### config.mk
export PLATFORM = sky130hd
export DESIGN_NAME = bram_port_arbiter
export DESIGN_NICKNAME = d
export VERILOG_FILES = /design/src/rtl/bram_port_arbiter.sv
export SDC_FILE = /design/constraint.sdc
export NUM_CORES = 1
export LEC_CHECK = 0
export CAP_MARGIN = 20
export CORE_MARGIN = 1
export CORE_UTILIZATION = 30
export DETAILED_ROUTE_END_ITERATION = 6
export GPL_TIMING_DRIVEN = 0
export PLACE_DENSITY_LB_ADDON = 0.05
export SETUP_SLACK_MARGIN = 0.1
export SYNTH_ARGS = -nofsm -noshare
export SYNTH_HDL_FRONTEND = slang
export SYNTH_SLANG_ARGS = --single-unit
### constraint.sdc
create_clock -name CLK -period 4.2 [get_ports CLK]
set_input_delay 0.84 -clock CLK [delete_from_list [all_inputs] [get_ports CLK]]
set_output_delay 0.84 -clock CLK [all_outputs]
set_load 0.01 [all_outputs]
### src/rtl/bram_port_arbiter.sv
// Two-requester arbiter for port A of a 2K x 9 block RAM.
// Round-robin with a bounded lock; reads return one cycle after the grant edge.
module bram_port_arbiter #(
  parameter int ADDR_W   = 11,
  parameter int DATA_W   = 8,
  parameter int PAR_W    = 1,
  parameter int MAX_LOCK = 4
) (
  input  logic              CLK,
  input  logic              RST_N,
  input  logic              REQ0,
  input  logic              REQ1,
  input  logic              WE0,
  input  logic              WE1,
  input  logic              LOCK0,
  input  logic              LOCK1,
  input  logic [ADDR_W-1:0] ADDR0,
  input  logic [ADDR_W-1:0] ADDR1,
  input  logic [DATA_W-1:0] DI0,
  input  logic [DATA_W-1:0] DI1,
  input  logic [PAR_W-1:0]  DIP0,
  input  logic [PAR_W-1:0]  DIP1,
  output logic              GNT0,
  output logic              GNT1,
  output logic              RVALID0,
  output logic              RVALID1,
  output logic [DATA_W-1:0] DO0,
  output logic [DATA_W-1:0] DO1,
  output logic [PAR_W-1:0]  DOP0,
  output logic [PAR_W-1:0]  DOP1,
  output logic              RAM_EN,
  output logic              RAM_WE,
  output logic              RAM_SSR,
  output logic [ADDR_W-1:0] RAM_ADDR,
  output logic [DATA_W-1:0] RAM_DI,
  output logic [PAR_W-1:0]  RAM_DIP,
  input  logic [DATA_W-1:0] RAM_DO,
  input  logic [PAR_W-1:0]  RAM_DOP
);

  typedef enum logic [1:0] {OWN_NONE = 2'd0, OWN_0 = 2'd1, OWN_1 = 2'd2} own_t;

  own_t       own_r, own_nxt_s;
  logic [3:0] lcnt_r, lcnt_nxt_s;
  logic       last_r, last_nxt_s;
  logic       rvalid0_r, rvalid1_r;
  logic       gnt0_s, gnt1_s;
  logic [4:0] cnt_s;

  // Grants are gated by reset so nothing is granted while RST_N is low.
  always_comb begin
    gnt0_s = 1'b0;
    gnt1_s = 1'b0;
    if (!RST_N) begin
      gnt0_s = 1'b0;
      gnt1_s = 1'b0;
    end else if (own_r == OWN_0 && REQ0) begin
      gnt0_s = 1'b1;
    end else if (own_r == OWN_1 && REQ1) begin
      gnt1_s = 1'b1;
    end else if (REQ0 && REQ1) begin
      if (last_r) gnt0_s = 1'b1;
      else        gnt1_s = 1'b1;
    end else begin
      gnt0_s = REQ0;
      gnt1_s = REQ1;
    end
  end

  // Count continues only for the current owner; a fresh lock starts from zero.
  always_comb begin
    own_nxt_s  = own_r;
    lcnt_nxt_s = lcnt_r;
    last_nxt_s = last_r;
    cnt_s      = 5'd0;
    if (gnt0_s) begin
      last_nxt_s = 1'b0;
      cnt_s = ((own_r == OWN_0) ? {1'b0, lcnt_r} : 5'd0) + {4'd0, REQ1};
      if (LOCK0 && cnt_s < 5'(MAX_LOCK)) begin
        own_nxt_s  = OWN_0;
        lcnt_nxt_s = cnt_s[3:0];
      end else begin
        own_nxt_s  = OWN_NONE;
        lcnt_nxt_s = 4'd0;
      end
    end else if (gnt1_s) begin
      last_nxt_s = 1'b1;
      cnt_s = ((own_r == OWN_1) ? {1'b0, lcnt_r} : 5'd0) + {4'd0, REQ0};
      if (LOCK1 && cnt_s < 5'(MAX_LOCK)) begin
        own_nxt_s  = OWN_1;
        lcnt_nxt_s = cnt_s[3:0];
      end else begin
        own_nxt_s  = OWN_NONE;
        lcnt_nxt_s = 4'd0;
      end
    end else begin
      own_nxt_s  = OWN_NONE;
      lcnt_nxt_s = 4'd0;
    end
  end

  always_ff @(posedge CLK or negedge RST_N) begin
    if (!RST_N) begin
      own_r     <= OWN_NONE;
      lcnt_r    <= 4'd0;
      last_r    <= 1'b1;
      rvalid0_r <= 1'b0;
      rvalid1_r <= 1'b0;
    end else begin
      own_r     <= own_nxt_s;
      lcnt_r    <= lcnt_nxt_s;
      last_r    <= last_nxt_s;
      rvalid0_r <= gnt0_s & ~WE0;
      rvalid1_r <= gnt1_s & ~WE1;
    end
  end

  always_comb begin
    RAM_ADDR = {ADDR_W{1'b0}};
    RAM_DI   = {DATA_W{1'b0}};
    RAM_DIP  = {PAR_W{1'b0}};
    if (gnt0_s) begin
      RAM_ADDR = ADDR0;
      RAM_DI   = DI0;
      RAM_DIP  = DIP0;
    end else if (gnt1_s) begin
      RAM_ADDR = ADDR1;
      RAM_DI   = DI1;
      RAM_DIP  = DIP1;
    end else begin
      RAM_ADDR = {ADDR_W{1'b0}};
      RAM_DI   = {DATA_W{1'b0}};
      RAM_DIP  = {PAR_W{1'b0}};
    end
  end

  assign GNT0    = gnt0_s;
  assign GNT1    = gnt1_s;
  assign RAM_EN  = gnt0_s | gnt1_s;
  assign RAM_WE  = (gnt0_s & WE0) | (gnt1_s & WE1);
  assign RAM_SSR = 1'b0;
  assign RVALID0 = rvalid0_r;
  assign RVALID1 = rvalid1_r;
  assign DO0     = rvalid0_r ? RAM_DO  : {DATA_W{1'b0}};
  assign DOP0    = rvalid0_r ? RAM_DOP : {PAR_W{1'b0}};
  assign DO1     = rvalid1_r ? RAM_DO  : {DATA_W{1'b0}};
  assign DOP1    = rvalid1_r ? RAM_DOP : {PAR_W{1'b0}};

endmodule

==> results of run 1 <==
==> path summary, 6_finish.rpt <==
check / from / to / slack, ps / depth (start not counted)
setup / recovery: REQ0 / RAM_DI[3] / 420 / 6
hold / removal: RST_N / lcnt_r[2] / 500 / 1
setup reg to reg: own_r[0] / lcnt_r[0] / 2180 / 8
hold reg to reg: last_r / last_r / 560 / 2
max in group asynchronous: RST_N / last_r / 3360 / 1
min in group CLK: last_r / last_r / 560 / 2
==> power breakdown <==
part / switching [µW] / internal, µW / total (µW)
logic: 62.7 / 114 / 177
clock network: 28.5 / 36.5 / 65.0
registers: 5.07 / 93.0 / 98.1
total: 96.3 / 244 / 340
==> flip-flops by register name (all words and copies together), names as in the netlist <==
register	count
own_r	2
lcnt_r	4
RVALID0	1
last_r	1
RVALID1	1
==> cell type report <==
class / count / area [µm²]
Buffer: 5 / 45.0
Clock buffer: 4 / 26.3
Fill cell: 230 / 823
Inverter: 6 / 22.5
Multi-Input combinational cell: 80 / 619
Sequential cell: 9 / 226
Tap cell: 31 / 38.8
Timing Repair Buffer: 100 / 1000
==> cells by family after synthesis <==
| group | synth area share |
|---|---|
| and+or+nand+nor | 0.261 |
| AOI/OAI and AO/OA | 0.355 |
| buffers and inverters | 0.0746 |
| other | 0.00414 |
| DFF | 0.250 |
| adders and majority gates | 0.0553 |
==> cells in the final DEF (no fill, tap or decap), types with 3 or more instances in the layout <==
cell type         n
clkdlybuf4s50_1  99
and2_1           23
a22o_1           21
dfrtp_1           8
nand2_1           6
inv_1             5
ha_1              4
nand2b_1          3
a21oi_1           3
buf_4             3
conb_1            3
clkbuf_4          3
==> critical path, stage by stage <==
cell	delay, ps
clkdlybuf4s50_1	530
and2_1	240
a221oi_4	390
buf_4	240
a22o_1	140
clkdlybuf4s50_1	550
==> per-stage QoR <==
step / cells / setup slack (ps) / instance area, µm² / hold WS, ps / power, µW
global route: 235 / 287 / 1980 / 535 / 358
global placement: 231 / 289 / 1950 / 536 / 274
detailed placement: 231 / 264 / 1950 / 565 / 278
CTS: 235 / 257 / 1980 / 573 / 343
finish: 235 / 416 / 1980 / 503 / 340
floorplan: 100 / 1630 / 913 / 516 / 164
==> routing by layer <==
layer / vias up / global-route usage
met5: - / 0
met2: 52 / 0.370
met3: 8 / 0.0431
met4: 0 / 0.105
li1: 567 / -
met1: 539 / 0.201
==> metrics.md, run 1 <==
| Metric | Value |
|---|---|
| Area share of the largest cell type after synthesis | 0.221 |
| Critical path capture point type | output pin |
| Mapped Cells | 98 |
| Setup CP Type | primary input to output pin |
| Number of violations of the max-capacitance limit | 0 |
| Cts bufs inserted | 3 |
| Via Count | 1166 |
| Total global routing overflow | 0 |
| Syn Std Cell Area | 906 µm² |
| IR Drop Worst-Case VDD | 0.0785 mV |
| Final Cycle Share | 0.901 |
| CP Launch Type | primary input |
| Setup repair after global routing missed its margin | false |
| # H-tree levels | 1 |
| WL/cell | 13.8 µm |
| Post-DRT Antenna Nets | 0 |
| Final WL | 3.23 mm |
| Half-perimeter wire length after detailed placement | 2.79 mm |
| CTS sink count | 9 |
| Endpoint required time on the critical path | 3360 ps |
| Post-route met1 wirelength | 1.21 mm |
| Post-CTS Setup Bufs | 0 |
| Core Region | 0.00281 mm² |
| Resized cells post-CTS | 0 |
| WL met3 | 242 µm |
| Worst-case clock skew | 3.41 ps |
| Ranking of synthesized cells by area | dfrtp_1 (22%), a22o_1 (20%), and2_1 (16%), a221oi_4 (5.8%), ha_1 (5.5%) |
| Hold Violations, Final | 0 |
| Number of global-route vias before repair | 1213 |
| Area of the die | 0.00324 mm² |
| Post-synth top cells | and2_1 (23), a22o_1 (21), dfrtp_1 (8) |
| Post-Synthesis Mean Instance Area | 9.24 µm² |
| Worst Hold Class | primary input to async pin |
| Detailed-routing iteration count for the pre-antenna-repair pass | 6 |
| Final sum of negative setup slack | 0 ps |
| Initial standard-cell utilization of the core | 0.323 |
| Leakage power figure | 0.000824 µW |
| Proportion of synthesized chip area in sequential cells | 0.250 |
| Number of antenna violations at the first check in global routing | 0 |
| Height of the die | 57.0 µm |
| Number of core rows | 19 |
| Highest routed layer | met4 |
| Global-route wire length before repair | 4.97 mm |
| Count of different cell masters after synthesis | 26 |
| Clock transition at the registers of the reported paths | 60 ps |
| Highest fanout seen on the critical path | 10 |
| Die Wd | 57.0 µm |
| Routability cong. | 0.774 |
| Failing checks | design-rule violations |
| Antenna fix cells | 0 |
| Count of port buffers added during placement | 100 |
| Final critical-path required period | 3780 ps |
| Skew-Pair Late Insertion Delay | 260 ps |
| Number of synthesized register bits | 9 |
| Post-detailed-route DRC marker count | 2 |
| First-iteration detailed-routing DRC count | 20 |
| Area grow syn2layout | 119% |
| Root cell of the clock tree | clkbuf_4 |
| Arrival time worst endpoint | 2940 ps |
| Utilization after layout | 0.707 |
| Count of flip-flops with a built-in enable after synthesis | 0 |
| Highest clock frequency the design can meet | 264 MHz |
| Dominant cell by count in the synthesized netlist | and2_1 |
| Total I/O pin count | 102 |
| Hold buffer count at cts | 0 |
| Post-synth top flop | dfrtp_1 |
| Pin count of the biggest net entering global routing | 12 |
| Final Net Count | 266 |
| Number of failing setup endpoints in the final timing report | 0 |
| Cell type with the highest aggregate area in the netlist | dfrtp_1 |
| Share of flip-flops with an asynchronous set or reset after synthesis | 1.00 |
| Status | finished, violations left |
| All-Layer GR Usage | 0.196 |
| Count of yosys warnings during synthesis | 0 |
| Proportion of layout cells with a drive suffix above 1 | 0.0882 |
| Max Transition Viols Final | 0 |
| CTS tree | built |
| Power density over the cells | 172 mW/mm² |
| Met2 routed WL | 1.69 mm |
| Per-cell via count in the routed design | 4.96 |
| Buffers from clock root to sink, at most | 2 |
Note: power is estimated with default switching activity, not from simulation.
==> run 2, diff against run 1 <==
--- a/config.mk
+++ b/config.mk
@@ -5,12 +5,12 @@
 export SDC_FILE = /design/constraint.sdc
 export NUM_CORES = 1
 export LEC_CHECK = 0
-export CAP_MARGIN = 20
 export CORE_MARGIN = 1
 export CORE_UTILIZATION = 30
 export DETAILED_ROUTE_END_ITERATION = 6
 export GPL_TIMING_DRIVEN = 0
 export PLACE_DENSITY_LB_ADDON = 0.05
+export RECOVER_POWER = 50
 export SETUP_SLACK_MARGIN = 0.1
 export SYNTH_ARGS = -nofsm -noshare
 export SYNTH_HDL_FRONTEND = slang
==> metrics.md, run 2 (synthesis gave the netlist of run 1 again) <==
| Metric | Value |
|---|---|
| Status | finished, violations left |
| Failing checks | design-rule violations |
| Filler cell count | 233 (+1.3%) |
| Setup CP Type | primary input to output pin |
| Int Power | 241 µW (-1.1%) |
| Worst slew margin relative to its limit | 0.646 |
| Total global routing overflow | 0 (unchanged) |
| Number of violations of the max-capacitance limit | 0 (unchanged) |
| Die Wd | 57.0 µm (unchanged) |
| Hold buffer count at cts | 0 (unchanged) |
| Cts bufs inserted | 3 (unchanged) |
| Worst setup margin | 353 ps (-63.0 ps) |
| Endpoint required time on the critical path | 3360 ps (about the same) |
| Worst-case clock skew | 1.97 ps (-1.44 ps) |
| Number of antenna violations at the first check in global routing | 0 (unchanged) |
| R2R Path End | lcnt_r[0] |
| Area of the die | 0.00324 mm² (unchanged) |
| Most frequent cells in the layout | clkdlybuf4s50_1 (84), and2_1 (23), a22o_1 (21) |
| Non-filler instance count after layout | 235 (unchanged) |
| Power share of the combinational group | 0.516 (-0.005) |
| Worst flop-to-flop path startpoint | own_r[0] |
| IR Drop Worst-Case VDD | 0.0784 mV (-0.10%) |
| Pre-CTS worst setup slack | 264 ps (unchanged) |
| Final WL | 3.22 mm (-0.28%) |
| All-Layer GR Usage | 0.196 (unchanged) |
| Pin count of the biggest net entering global routing | 12 (unchanged) |
| Number of global-route vias before repair | 1213 (unchanged) |
| Routability cong. | 0.774 (unchanged) |
| Half-perimeter wire length after detailed placement | 2.79 mm (unchanged) |
| Most common cell after layout, fill and taps aside | clkdlybuf4s50_1 |
| Worst Reg-to-Reg Cells | 8 (unchanged) |
| Final critical-path required period | 3850 ps (+63.0 ps) |
| Area grow syn2layout | 117% |
| Worst Hold Class | primary input to async pin |
| Arrival time worst endpoint | 3010 ps (+70 ps) |
| Root cell of the clock tree | clkbuf_4 |
| Count of port buffers added during placement | 100 (unchanged) |
| Switching power of the nets | 95.4 µW (-0.85%) |
| Final Net Count | 266 (unchanged) |
| Slew at the pin with the worst max-slew slack | 530 ps |
| Setup slack, reg-to-reg | 2120 ps (-60 ps) |
| Proportion of power drawn by flip-flops and latches | 0.291 (+0.003) |
| Clock transition at the registers of the reported paths | 60 ps (about the same) |
| Final Cycle Share | 0.916 (+0.0150) |
| Buffers from clock root to sink, at most | 2 (unchanged) |
| Number of placed instances, taps included | 231 (unchanged) |
| Top register by number of flip-flops | lcnt_r |
| Final sum of negative setup slack | 0 ps (unchanged) |
| Switch share | 0.283 (+0.000449) |
| Clock share of power | 0.193 (+0.002) |
| Critical path capture point type | output pin |
| Post-detailed-route DRC marker count | 2 (unchanged) |
| Height of the die | 57.0 µm (unchanged) |
| Skew-Pair Late Insertion Delay | 260 ps (about the same) |
| Max FFs per register | 4 (unchanged) |
| Number of failing setup endpoints in the final timing report | 0 (unchanged) |
| Largest regs | lcnt_r (4), own_r (2) |
| Post-DRT Antenna Nets | 0 (unchanged) |
| Setup repair after global routing missed its margin | false |
| Per-cell via count in the routed design | 4.94 (-0.34%) |
| Number of core rows | 19 (unchanged) |
| Max Transition Viols Final | 0 (unchanged) |
| Hold Violations, Final | 0 (unchanged) |
| CTS tree | built |
| Highest clock frequency the design can meet | 260 MHz (-1.6%) |
| Highest fanout seen on the critical path | 10 (unchanged) |
| CP Launch Type | primary input |
| WL/cell | 13.7 µm (-0.28%) |
| Proportion of layout cells with a drive suffix above 1 | 0.0784 (-0.00980) |
| # H-tree levels | 1 (unchanged) |
| CTS sink count | 9 (unchanged) |
| Worst hold margin | 529 ps (+25.3 ps) |
| Initial standard-cell utilization of the core | 0.323 (unchanged) |
| First-iteration detailed-routing DRC count | 36 (+80%) |
| Power density over the cells | 171 mW/mm² (-0.13%) |
| Leakage power figure | 0.000856 µW (+3.9%) |
| Antenna fix cells | 0 (unchanged) |
| Total I/O pin count | 102 (unchanged) |
| Core Region | 0.00281 mm² (unchanged) |
| Detailed-routing iteration count for the pre-antenna-repair pass | 6 (unchanged) |
| Via Count | 1162 (-0.34%) |
| Global-route wire length before repair | 4.97 mm (unchanged) |
## run 2: metal layers
| metal | track usage | up-vias | wire length [µm] | share of wire |
|---|---|---|---|---|
| met1 | 0.201 | 535 | 1210 | 0.37 |
| met2 | 0.370 | 52 | 1680 | 0.52 |
| met5 | 0 | - | 0 | 0 |
| met3 | 0.0431 | 8 | 241 | 0.075 |
| met4 | 0.105 | 0 | 93 | 0.029 |
| li1 | - | 567 | - | - |
## run 2: worst max path at each step
stage                   to  depth (start not counted)  start
4_1_cts        RAM_ADDR[6]                          6  RST_N
6_report         RAM_DI[3]                          6   REQ1
3_3_place_gp       RAM_DIP                          6  RST_N
5_1_grt          RAM_DI[5]                          6   REQ1
3_5_place_dp     RAM_DI[4]                          6  RST_N
2_1_floorplan  RAM_ADDR[1]                          4   REQ0
## run 2: worst max-delay path, stage by stage
cell and delay, ps:
dlygate4sd3_1 630, nor2b_1 200, a221oi_4 440, buf_6 200
a22o_1 150, clkdlybuf4s50_1 550
## run 2: through the flow
stage / instance area, µm² / util / power, µW
2_1_floorplan: 913 / - / 164
3_3_place_gp: 1950 / 0.696 / 274
3_5_place_dp: 1950 / 0.696 / 278
4_1_cts: 1980 / 0.706 / 343
5_1_grt: 1960 / 0.700 / 355
6_report: 1960 / 0.700 / 337
## run 2: power by group through the flow
stage          Clock [µW]  Combinational (µW)  Sequential, µW
2_1_floorplan           0                65.1            98.7
3_3_place_gp            0                 175            99.3
3_5_place_dp            0                 178            99.6
4_1_cts              66.2                 179            98.1
5_1_grt              71.6                 185            98.8
6_report             64.9                 174            98.1
## run 2: final cells by class
cell class,count,area [µm²],share of cell area
inverters,6,22.5,0.0115
multi-input cells,80,611,0.311
plain buffers,5,45.0,0.0229
flip-flops and latches,9,226,0.115
well taps,31,38.8,0.0197
repair buffers,100,995,0.506
clock buffers,4,26.3,0.0134
## run 2: repair_timing
| action | CTS | global route |
|---|---|---|
| setup buffers | 0 | 0 |
| setup endpoints to repair | 0 | 1 |
| resized for setup | 0 | 1 |
==> run 3, diff against run 2 <==
--- a/config.mk
+++ b/config.mk
@@ -8,7 +8,7 @@
 export CORE_MARGIN = 1
 export CORE_UTILIZATION = 30
 export DETAILED_ROUTE_END_ITERATION = 6
-export GPL_TIMING_DRIVEN = 0
+export GPL_TIMING_DRIVEN = 1
 export PLACE_DENSITY_LB_ADDON = 0.05
 export RECOVER_POWER = 50
 export SETUP_SLACK_MARGIN = 0.1
==> metrics.md, run 3 (synthesis gave the netlist of run 1 again) <==
| Metric | Value |
|---|---|
| Status | finished, violations left |
| Failing checks | design-rule violations |
| CTS tree | built |
| Global-route wire length before repair | 5.37 mm (+8.1%) |
| CP Launch Type | primary input |
| Worst slew margin relative to its limit | 0.623 (-0.0233) |
| WL/cell | 14.3 µm (+4.6%) |
| Per-cell via count in the routed design | 5.00 (+1.1%) |
| Most frequent cells in the layout | clkdlybuf4s50_1 (83), and2_1 (23), a22o_1 (21) |
| Arrival time worst endpoint | 2980 ps (-30 ps) |
| Highest fanout seen on the critical path | 25 (+15) |
| Final sum of negative setup slack | 0 ps (unchanged) |
| Number of violations of the max-capacitance limit | 0 (unchanged) |
| Final Cycle Share | 0.911 (-0.00541) |
| Highest clock frequency the design can meet | 261 MHz (+0.59%) |
| Final critical-path required period | 3820 ps (-22.7 ps) |
| Count of port buffers added during placement | 100 (unchanged) |
| Number of core rows | 19 (unchanged) |
| Placed cell areas | 0.00193 mm² (-1.2%) |
| Detailed-routing iteration count for the pre-antenna-repair pass | 6 (unchanged) |
| Skew-Pair Late Insertion Delay | 260 ps (about the same) |
| Summed area of non-filler cells in the final layout | 0.00195 mm² (-0.64%) |
| Post-DRT Antenna Nets | 0 (unchanged) |
| Number of failing setup endpoints in the final timing report | 0 (unchanged) |
| Root cell of the clock tree | clkbuf_4 |
| Proportion of layout cells with a drive suffix above 1 | 0.0743 (-0.00417) |
| # H-tree levels | 1 (unchanged) |
| Buffers from clock root to sink, at most | 2 (unchanged) |
| Initial standard-cell utilization of the core | 0.323 (unchanged) |
| Clock transition at the registers of the reported paths | 50 ps (about the same) |
| Worst hold margin | 551 ps (+22.2 ps) |
| Half-perimeter wire length after detailed placement | 2.84 mm (+1.8%) |
| Die Wd | 57.0 µm (unchanged) |
| Utilization after layout | 0.696 (-0.00446) |
| All-Layer GR Usage | 0.211 (+0.0147) |
| Largest regs | lcnt_r (4), own_r (2) |
| Worst Hold Class | flop to flop |
| Max Transition Viols Final | 0 (unchanged) |
| Pin count of the biggest net entering global routing | 26 (+14) |
| Area of the die | 0.00324 mm² (unchanged) |
| Height of the die | 57.0 µm (unchanged) |
| Setup repair after global routing missed its margin | false |
| Antenna fix cells | 0 (unchanged) |
| Setup CP Type | primary input to output pin |
| Final WL | 3.34 mm (+3.7%) |
| Cts bufs inserted | 3 (unchanged) |
| Filler cell count | 227 (-2.6%) |
| Critical path capture point type | output pin |
| Final Net Count | 264 (-0.75%) |
| Core Region | 0.00281 mm² (unchanged) |
| Max FFs per register | 4 (unchanged) |
| Post-CTS Setup Bufs | 0 (unchanged) |
| Worst-case clock skew | 5.43 ps (+3.47 ps) |
| IR Drop Worst-Case VDD | 0.0788 mV (+0.52%) |
| Area grow syn2layout | 115% |
| Leakage power figure | 0.000844 µW (-1.4%) |
| Top register by number of flip-flops | lcnt_r |
| Hold Violations, Final | 0 (unchanged) |
| Total global routing overflow | 0 (unchanged) |
| Number of antenna violations at the first check in global routing | 0 (unchanged) |
| Resized cells post-CTS | 0 (unchanged) |
| CTS sink count | 9 (unchanged) |
| Total I/O pin count | 102 (unchanged) |
| Hold buffer count at cts | 0 (unchanged) |
| Slew at the pin with the worst max-slew slack | 551 ps (+20.8 ps) |
| Number of global-route vias before repair | 1277 (+5.3%) |
| Power density over the cells | 171 mW/mm² (about the same) |
| Endpoint required time on the critical path | 3360 ps (about the same) |
| Routability cong. | 0.744 (-3.8%) |
| Most common cell after layout, fill and taps aside | clkdlybuf4s50_1 |
| First-iteration detailed-routing DRC count | 40 (+11%) |
| Via Count | 1165 (+0.26%) |
| Post-detailed-route DRC marker count | 3 (+1) |
-- run 3: power breakdown --
group	internal [µW]	switching, µW
Combinational	109	62.7
Sequential	93.0	5.14
Clock	36.4	27.6
-- run 3: final cells by class --
cell class / count / area (µm²) / area share
inverters: 6 / 22.5 / 0.0115
well taps: 31 / 38.8 / 0.0199
repair buffers: 103 / 1020 / 0.522
flip-flops and latches: 9 / 226 / 0.116
clock buffers: 4 / 26.3 / 0.0135
multi-input cells: 80 / 618 / 0.317
-- run 3: metal layers --
metal  up-vias  GRT usage  routed length, µm
met4         0     0.0767                 62
met5         -          0                  0
met1       542      0.229               1270
li1        563          -                  -
met2        52      0.403               1800
met3         8     0.0408                216
-- run 3: critical path, cell delays in order --
cell and delay (ps):
dlygate4sd3_1 630, nor2b_1 200, a221oi_4 250, buf_4 310, a22o_1 180, clkdlybuf4s50_1 560
-- run 3: path summary, 6_finish.rpt --
kind | start | endpoint | slack, ps | cells past startpoint
min reg2reg | last_r | last_r | 550 | 2
min in group asynchronous | RST_N | last_r | 1080 | 1
min | last_r | last_r | 550 | 2
max | REQ1 | RAM_DI[2] | 380 | 6
max reg2reg | own_r[0] | lcnt_r[0] | 2010 | 8
max in group asynchronous | RST_N | RVALID0 | 2750 | 2
-- run 3: through the flow --
stage	power (µW)	instances	worst slack (ps)
CTS	339	233	470
global placement	272	229	517
global route	355	233	284
finish	334	233	375
detailed placement	275	229	481
floorplan	164	100	1630
